## src/rtl/exec_stage.sv

```systemverilog
// Execute stage: 64-bit ALU (add/sub/and/xor) with a one-entry registered output,
// valid/ready handshakes on both sides and a count of results taken downstream.
// Optional condition-code register compiled in with `define EXEC_STAGE_CC_EN.
module exec_stage #(
  parameter int CNT_W = 16
) (
  input  logic             clk,
  input  logic             reset,
  input  logic             in_valid,
  output logic             in_ready,
  input  logic [1:0]       in_opcode,
  input  logic [63:0]      in_a,
  input  logic [63:0]      in_b,
  input  logic             in_set_cc,
  output logic             out_valid,
  input  logic             out_ready,
  output logic [63:0]      out_result,
  output logic             out_of,
  output logic             cc_zf,
  output logic             cc_sf,
  output logic             cc_of,
  output logic [CNT_W-1:0] op_count
);

  logic             r_valid;
  logic [63:0]      r_result;
  logic             r_of;
  logic [CNT_W-1:0] r_count;

  logic        w_accept;
  logic        w_hs;
  logic [63:0] w_alu_res;
  logic        w_alu_of;

  // Output register is free, or is being drained this cycle.
  assign in_ready = !r_valid || out_ready;
  assign w_accept = in_valid && in_ready;
  assign w_hs     = r_valid && out_ready;

  // ALU: result and signed overflow (overflow is only meaningful for add/sub).
  always_comb begin
    w_alu_res = '0;
    w_alu_of  = 1'b0;
    unique case (in_opcode)
      2'b00: begin
        w_alu_res = in_a + in_b;
        w_alu_of  = (in_a[63] == in_b[63]) && (w_alu_res[63] != in_a[63]);
      end
      2'b01: begin
        w_alu_res = in_a - in_b;
        w_alu_of  = (in_a[63] != in_b[63]) && (w_alu_res[63] != in_a[63]);
      end
      2'b10:   w_alu_res = in_a & in_b;
      default: w_alu_res = in_a ^ in_b;
    endcase
  end

  // Output register: load on accept, drop valid when drained without a replacement.
  always_ff @(posedge clk or posedge reset) begin
    if (reset) begin
      r_valid  <= 1'b0;
      r_result <= '0;
      r_of     <= 1'b0;
    end else if (w_accept) begin
      r_valid  <= 1'b1;
      r_result <= w_alu_res;
      r_of     <= w_alu_of;
    end else if (w_hs) begin
      r_valid  <= 1'b0;
    end
  end

  // Completed-operation counter, wraps naturally at 2^CNT_W.
  always_ff @(posedge clk or posedge reset) begin
    if (reset) begin
      r_count <= '0;
    end else if (w_hs) begin
      r_count <= r_count + CNT_W'(1);
    end
  end

  assign out_valid  = r_valid;
  assign out_result = r_result;
  assign out_of     = r_of;
  assign op_count   = r_count;

`ifdef EXEC_STAGE_CC_EN
  logic r_cc_zf;
  logic r_cc_sf;
  logic r_cc_of;

  // Condition codes follow accepted operations that request them.
  always_ff @(posedge clk or posedge reset) begin
    if (reset) begin
      r_cc_zf <= 1'b0;
      r_cc_sf <= 1'b0;
      r_cc_of <= 1'b0;
    end else if (w_accept && in_set_cc) begin
      r_cc_zf <= (w_alu_res == 64'd0);
      r_cc_sf <= w_alu_res[63];
      r_cc_of <= w_alu_of;
    end
  end

  assign cc_zf = r_cc_zf;
  assign cc_sf = r_cc_sf;
  assign cc_of = r_cc_of;
`else
  logic w_unused_set_cc;
  assign w_unused_set_cc = in_set_cc;
  assign cc_zf = 1'b0;
  assign cc_sf = 1'b0;
  assign cc_of = 1'b0;
`endif

endmodule

```

## config.mk

```make
export PLATFORM = sky130hd
export DESIGN_NAME = exec_stage
export DESIGN_NICKNAME = d
export VERILOG_FILES = /design/src/rtl/exec_stage.sv
export SDC_FILE = /design/constraint.sdc
export NUM_CORES = 1
export LEC_CHECK = 0
export ABC_CLOCK_PERIOD_IN_PS = 4600
export CORE_MARGIN = 4
export CORE_UTILIZATION = 55
export CTS_BUF_LIST = sky130_fd_sc_hd__clkbuf_2
export DETAILED_ROUTE_END_ITERATION = 6
export DONT_BUFFER_PORTS = 1
export MAX_ROUTING_LAYER = met4
export PLACE_DENSITY = 0.7
export SLEW_MARGIN = 20
export SYNTH_ARGS = -nofsm -noshare
export SYNTH_HDL_FRONTEND = slang
export SYNTH_SLANG_ARGS = --single-unit
```

## constraint.sdc

```tcl
create_clock -name clk -period 4.6 [get_ports clk]
set_input_delay 0.69 -clock clk [delete_from_list [all_inputs] [get_ports clk]]
set_output_delay 0.69 -clock clk [all_outputs]
set_load 0.02 [all_outputs]
```

==> results of run 1 <==
Yosys cell counts, drive strengths merged, types with 25 or more instances:
library cell and n:
buf 41, o21ai 160, nor2 188, clkbuf 76, inv 115, dfrtp 82
nand3 38, o31ai 31, ha 128, a21o 25, nand2 180, xnor2 63
o21bai 35, a21oi 194, mux2i 34, nor3 49
layout by cell type, fill, tap and decap left out, types with 6 or more instances in the layout:
master and n:
o221ai_1 9, a211oi_1 13, a22o_1 8, o21ai_1 12, buf_4 25, dfrtp_1 82, nor2_1 186, nor2b_1 23
ha_1 128, and2_1 8, clkinv_1 9, nor3_1 49, a221o_1 7, or3_1 11, a31oi_1 19, xnor2_1 63
a211o_1 6, mux2_2 7, nand2b_1 13, o211ai_1 19, clkbuf_2 9, a21o_1 25, o21ai_0 145, o21bai_1 35
o31ai_1 27, nand2_1 179, mux2i_1 34, nand4_1 23, a221oi_1 18, xor2_1 15, nor4_1 17, inv_1 114
a21oi_1 193, and3_1 15, a22oi_1 14, nand3_1 37
flip-flops by register name (all words and copies together), names as in the netlist:
name,count
out_valid,1
op_count,16
out_result,64
out_of,1
worst max-delay path, cell delays in order:
cell and delay [ns]:
inv_1 0.02, ha_1 0.54, inv_1 0.23, nor3_1 0.36
nand2_1 0.15, a211oi_2 0.34, o21ai_2 0.17, o41ai_2 0.61
a41o_1 0.39, a31o_1 0.17, a21oi_1 0.08, xor2_1 0.16
a21oi_1 0.14
power by group:
part | switching (mW) | total (mW) | internal [mW]
combinational | 1.01 | 1.61 | 0.600
sequential | 0.327 | 1.18 | 0.854
clock | 0.378 | 0.473 | 0.0952
layer usage:
layer	share of wire	global-route usage	wire [µm]	vias up
met5	0	-	0	-
met4	0.027	0.1017	1228	0
met3	0.10	0.06082	4756	109
met2	0.44	0.5328	20100	736
met1	0.43	0.4829	19830	6518
li1	-	-	-	6404
how the worst min path moves through the flow:
stage | from | end | slack (ns)
2_1_floorplan | op_count[15]$_DFFE_PP0P_ | op_count[15]$_DFFE_PP0P_ | 0.58
3_3_place_gp | op_count[15]$_DFFE_PP0P_ | op_count[15]$_DFFE_PP0P_ | 0.61
3_5_place_dp | op_count[15]$_DFFE_PP0P_ | op_count[15]$_DFFE_PP0P_ | 0.62
4_1_cts | in_opcode[0] | out_result[34]$_DFFE_PP0P_ | 0.07
5_1_grt | in_opcode[1] | out_result[21]$_DFFE_PP0P_ | 0.07
6_report | in_opcode[1] | out_result[32]$_DFFE_PP0P_ | 0.08
cell families (layout without fill, tap and decap cells):
kind of cell	after synthesis	in the layout
AOI/OAI and AO/OA	645	645
xor gates and xnor gates	78	78
adders and majority gates	130	130
buffers and inverters	241	166
DFF	82	82
muxes	41	41
other	1	5
and+or+nand+nor	592	592
what timing repair did:
item,4_1_cts,5_1_grt
endpoints found under the hold margin,16,0
hold buffers,1,0
buffers inserted,0,0
area by class of cell:
cell class              instances  area (µm²)
fillers                      2274        9733
multi-input cells            1489        9813
inverters                     124       466.7
diodes                          2       5.005
well taps                     313       391.6
clock buffers                   9       45.04
repair buffers                 26       197.7
flip-flops and latches         82        2052
clock inverters                 7       73.82
==> qor.csv, run 1 <==
stage,metric,value,unit
clock_tree,ctsHtreeMaxLevel,3,
synthesis,synth_edf_count,0,
floorplanning,start_util,0.5625,
placement,gp_congestion,1.017,
synthesis,synth_top_family_by_area,compound AO/OA/AOI/OAI gates,
synthesis,synth-xor-area-share,0.05332,
clock_tree,clock-sinks,82,
worst_setup_path,crit_path_end_kind,flip-flop,
sta,setup_viol,0,
sta,slew-limit-headroom,0.1759,
sta,min_period,3.498,ns
worst_setup_path,r2r_cells,7,
synthesis,syn-instance-count,1810,
sta,worst_slack,1.102,ns
clock_tree,cts_inserted_buffers,9,
grt,first_global_vias,12850,
grt,grt_max_degree,117,
final_layout,drive_gt1_frac,0.05527,
worst_setup_path,crit_fanout,13,
worst_setup_path,r2r_setup_slack,2.17,ns
synthesis,netlist_area,12810,µm²
synthesis,synth_fa_ha_area_frac,0.1281,
grt,grt_pass1_wl,71870,µm
worst_setup_path,path_class,in -> reg,
worst_hold_path,whs_path_depth,2,
pwr,finalPower,3.262,mW
worst_setup_path,crit_start,in_b[20],
sta,timing.hold.ws,0.08479,ns
synthesis,yosys_register_bits,82,
synthesis,yosysSeqAreaShare,0.1602,
floorplanning,die_y,160.6,µm
sta,worst_pin_slew,1.233,ns
drt,wl_per_cell,22.38,µm
grt,antenna_found_initial,2,
drt,drt_iter0_drc,1623,
pwr,ir_drop,0.0001478,V
drt,totalWireLength,45920,µm
floorplanning,dieArea,25800,µm²
pwr,power.density,250.1,nW/µm²
sta,drv_slew,0,
synthesis,synthArstFlopShare,1.000,
sta,rsz0062_at_grt,no,
synthesis,synth_top_area_share,0.1602,
floorplanning,coreArea,22780,µm²
synthesis,synthMuxAreaShare,0.03271,
drt,first_pass_iters,7,
clock_tree,clk_pin_slew,0.42,ns
worst_setup_path,reg2reg_from,out_valid$_DFFE_PP0P_,
final_layout,area_growth,1.816,%
drt,drcViolationCount,0,
pwr,p_leak,5.647,nW
sta,finalCritPeriodShare,0.7604,
placement,placed_area,12910,µm²
sta,clock.fmax,0.2859,GHz
clock_tree,clkLatencyLatePin,0.73,ns
clock_tree,cts_resized,0,
clock_tree,tritoncts,done,
synthesis,synth_compound_area_frac,0.3370,
placement,port-buffer-count,0,
worst_setup_path,cp_data_arrival_time,4.08,ns
clock_tree,cts_buffer_depth,2,
floorplanning,io_pins,221,
worst_setup_path,r2r_end,out_of$_DFFE_PP0P_,
placement,dp_cells,2033,
worst_setup_path,required,5.19,ns
synthesis,yosys_warnings,0,
drt,vias,13770,
worst_setup_path,crit_end,out_result[62]$_DFFE_PP0P_,
flow_run,cap_violations,0,
synthesis,ys.flop_type,dfrtp_1,
sta,skew,0.1042,ns
final_layout,final_nets,1997,
final_layout,final_util,0.5727,
synthesis,synth.area.top_cells,"dfrtp_1, ha_1, a21oi_1, o21ai_0, nor2_1",
synthesis,syn_avg_cell_area,7.079,µm²
run_status,outcome,"complete, no violations",
placement,post-dp-hpwl,35060,µm
floorplanning,row_count,55,
placement,pre_cts_slack,0.5016,ns
worst_setup_path,critPathLaunchType,input port,
grt,grt_util_all_layers,0.3516,
floorplanning,die_w,160.6,µm
synthesis,yosys.area.top_type,dfrtp_1,
drt,via_per_inst,6.709,
sta,hold_viol,0,
grt,grt_overflow_total,0,
sta,fin_setup_tns,0,ns
final_layout,fin_area,13050,µm²
clock_tree,clockRootBuffer,clkbuf_2,
worst_hold_path,hold_path_class,in -> reg,
drt,ant_nets,0,
final_layout,final_cells,2052,
synthesis,yosys.area_share.simple,0.2127,
synthesis,synth_cell_types,97,
Power figures use the tool's default switching activity.
==> inputs of run 2 (changes only) <==
--- a/config.mk
+++ b/config.mk
@@ -5,14 +5,14 @@
 export SDC_FILE = /design/constraint.sdc
 export NUM_CORES = 1
 export LEC_CHECK = 0
-export ABC_CLOCK_PERIOD_IN_PS = 4600
+export ABC_CLOCK_PERIOD_IN_PS = 3070
 export CORE_MARGIN = 4
 export CORE_UTILIZATION = 55
 export CTS_BUF_LIST = sky130_fd_sc_hd__clkbuf_2
 export DETAILED_ROUTE_END_ITERATION = 6
 export DONT_BUFFER_PORTS = 1
 export MAX_ROUTING_LAYER = met4
-export PLACE_DENSITY = 0.7
+export PLACE_DENSITY = 0.73
 export SLEW_MARGIN = 20
 export SYNTH_ARGS = -nofsm -noshare
 export SYNTH_HDL_FRONTEND = slang
==> constraint.sdc (replaced) <==
create_clock -name clk -period 3.07 [get_ports clk]
set_input_delay 0.4605 -clock clk [delete_from_list [all_inputs] [get_ports clk]]
set_output_delay 0.4605 -clock clk [all_outputs]
set_load 0.02 [all_outputs]
==> run 2 against run 1 <==
  * Sequential power up 51%
  * Sequential share of layout area down 2.9 points
  * Global-route usage up 6.4 points
  * Via count up 13%
  * Critical path depth unchanged
  * Non-clock buffer count up 367
  * Cell area up 22%
  * Final cell count up 18%
  * Clock power up 47%
  * First-iteration DRC count up 8.3%
  * Highest routed layer unchanged
==> qor.csv, run 2 (synthesis gave the netlist of run 1 again) <==
stage,metric,value,unit
pwr,finalPower,5.626,mW
drt,first_pass_iters,6,
worst_setup_path,cp_data_arrival_time,3.58,ns
floorplanning,row_count,55,
grt,grt_max_degree,95,
pwr,netSwitchingFraction,0.4989,
flow_run,cap_violations,0,
drt,vias,15570,
floorplanning,die_y,160.6,µm
sta,drv_slew,0,
worst_setup_path,crit_start,in_b[22],
final_layout,drive_gt1_frac,0.2243,
pwr,power_switching,2.807,mW
clock_tree,cts_buffer_depth,2,
floorplanning,dieArea,25800,µm²
final_layout,mostFrequentLayoutCell,buf_4,
sta,timing.hold.ws,0.01045,ns
grt,first_global_vias,15170,
worst_setup_path,r2r_cells,5,
pwr,p_leak,7.441,nW
floorplanning,io_pins,221,
sta,setup_viol,0,
clock_tree,tritoncts,done,
final_layout,final_util,0.7003,
clock_tree,clkLatencyLatePin,0.71,ns
placement,dp_cells,2394,
sta,clock.fmax,0.3402,GHz
worst_setup_path,crit_fanout,8,
placement,port-buffer-count,0,
clock_tree,clockRootBuffer,clkbuf_2,
worst_setup_path,critPathLaunchType,input port,
worst_setup_path,required,3.71,ns
clock_tree,clock-sinks,82,
placement,gp_congestion,1.043,
worst_hold_path,hold_start,in_opcode[0],
pwr,seqPwrFrac,0.316,
sta,worst_slack,0.1308,ns
drt,totalWireLength,54200,µm
placement,post-dp-hpwl,41530,µm
pwr,ir_drop,0.0002267,V
clock_tree,cts_inserted_buffers,9,
final_layout,final_nets,2364,
clock_tree,ctsHtreeMaxLevel,3,
run_status,outcome,"complete, no violations",
sta,worst_pin_slew,0.7905,ns
drt,wl_per_cell,22.41,µm
final_layout,fill_cells,1960,
pwr,power_frac_comb,0.560,
grt,grt_overflow_total,0,
worst_setup_path,crit_path_end_kind,flip-flop,
sta,skew,0.06416,ns
final_layout,multiInputGateArea,9899,µm²
worst_hold_path,whs_path_depth,2,
final_layout,final_cells,2419,
pwr,power.density,352.7,nW/µm²
drt,drcViolationCount,0,
worst_setup_path,path_class,in -> reg,
sta,slew-limit-headroom,0.4730,
drt,drt_iter0_drc,1757,
final_layout,layout.area.seq,2052,µm²
grt,grt_util_all_layers,0.4154,
final_layout,area_growth,24.50,%
sta,hold_viol,0,
worst_setup_path,reg2reg_from,out_valid$_DFFE_PP0P_,
drt,via_per_inst,6.438,
sta,finalCritPeriodShare,0.9574,
floorplanning,die_w,160.6,µm
grt,grt_pass1_wl,83660,µm
sta,rsz0062_at_grt,no,
pwr,intPower,2.819,mW
floorplanning,coreArea,22780,µm²
final_layout,final_cell_mix,"buf_4, a21oi_1, nor2_1",
sta,min_period,2.939,ns
grt,antenna_found_initial,2,
clock_tree,clk_pin_slew,0.34,ns
placement,pre_cts_slack,-0.5536,ns
pwr,clkPwrFrac,0.124,
drt,ant_nets,0,
final_layout,largest_register_ffs,64,
floorplanning,start_util,0.5625,
clock_tree,post-cts-setup-buffers,0,
worst_hold_path,hold_path_class,in -> reg,
==> run 2: final cells by class <==
type | count | share of cell area
Inverter | 124 | 0.03004
Timing Repair Buffer | 393 | 0.1889
Tap cell | 313 | 0.02455
Clock buffer | 9 | 0.002824
Sequential cell | 82 | 0.1286
Multi-Input combinational cell | 1489 | 0.6206
Antenna cell | 2 | 0.0003138
Clock inverter | 7 | 0.004157
==> run 2: path summary, 6_finish.rpt <==
check | endpoint | slack (ns)
max reg2reg | out_result[57]$_DFFE_PP0P_ | 0.65
min | out_result[22]$_DFFE_PP0P_ | 0.01
min reg2reg | op_count[15]$_DFFE_PP0P_ | 0.65
max | out_result[57]$_DFFE_PP0P_ | 0.13
max in group asynchronous | out_result[55]$_DFFE_PP0P_ | 2.02
min in group asynchronous | out_result[12]$_DFFE_PP0P_ | 0.26
==> run 2: critical path, stage by stage <==
cell	delay, ns
inv_1	0.02
ha_1	0.37
a21oi_1	0.42
o31ai_1	0.17
a221o_1	0.30
a221oi_2	0.28
o221ai_2	0.20
a21boi_2	0.31
nor2_1	0.11
a41o_1	0.27
a2111oi_4	0.29
nor4_1	0.09
a221o_1	0.26
==> run 2: metal layers <==
layer	global-route usage	vias up	part of all wire
li1	-	7118	-
met1	0.5408	7274	0.40
met3	0.07724	171	0.11
met2	0.6573	1010	0.45
met5	-	-	0
met4	0.1291	0	0.035
==> run 2: metrics by stage <==
step | setup TNS [ns] | instance area (µm²)
2_1_floorplan | -0.1781 | 12930
3_3_place_gp | -12.62 | 15740
3_5_place_dp | -15.00 | 15740
4_1_cts | 0 | 15950
5_1_grt | 0 | 15950
6_report | 0 | 15950
==> run 2: power groups by stage <==
| stage | clock [mW] | sequential (mW) | combinational [mW] |
|---|---|---|---|
| after floorplan | 0 | 1.69 | 1.87 |
| after global placement | 0 | 1.78 | 2.96 |
| after CTS | 0.696 | 1.77 | 3.06 |
| final | 0.697 | 1.78 | 3.15 |
| after global routing | 0.737 | 1.79 | 3.39 |
| after detailed placement | 0 | 1.79 | 3.02 |
==> run 2: repair_timing <==
item,in CTS,in global routing
endpoints found under the hold margin,77,0
hold buffers,7,0
gates resized for setup,0,1
setup endpoints to repair,0,1
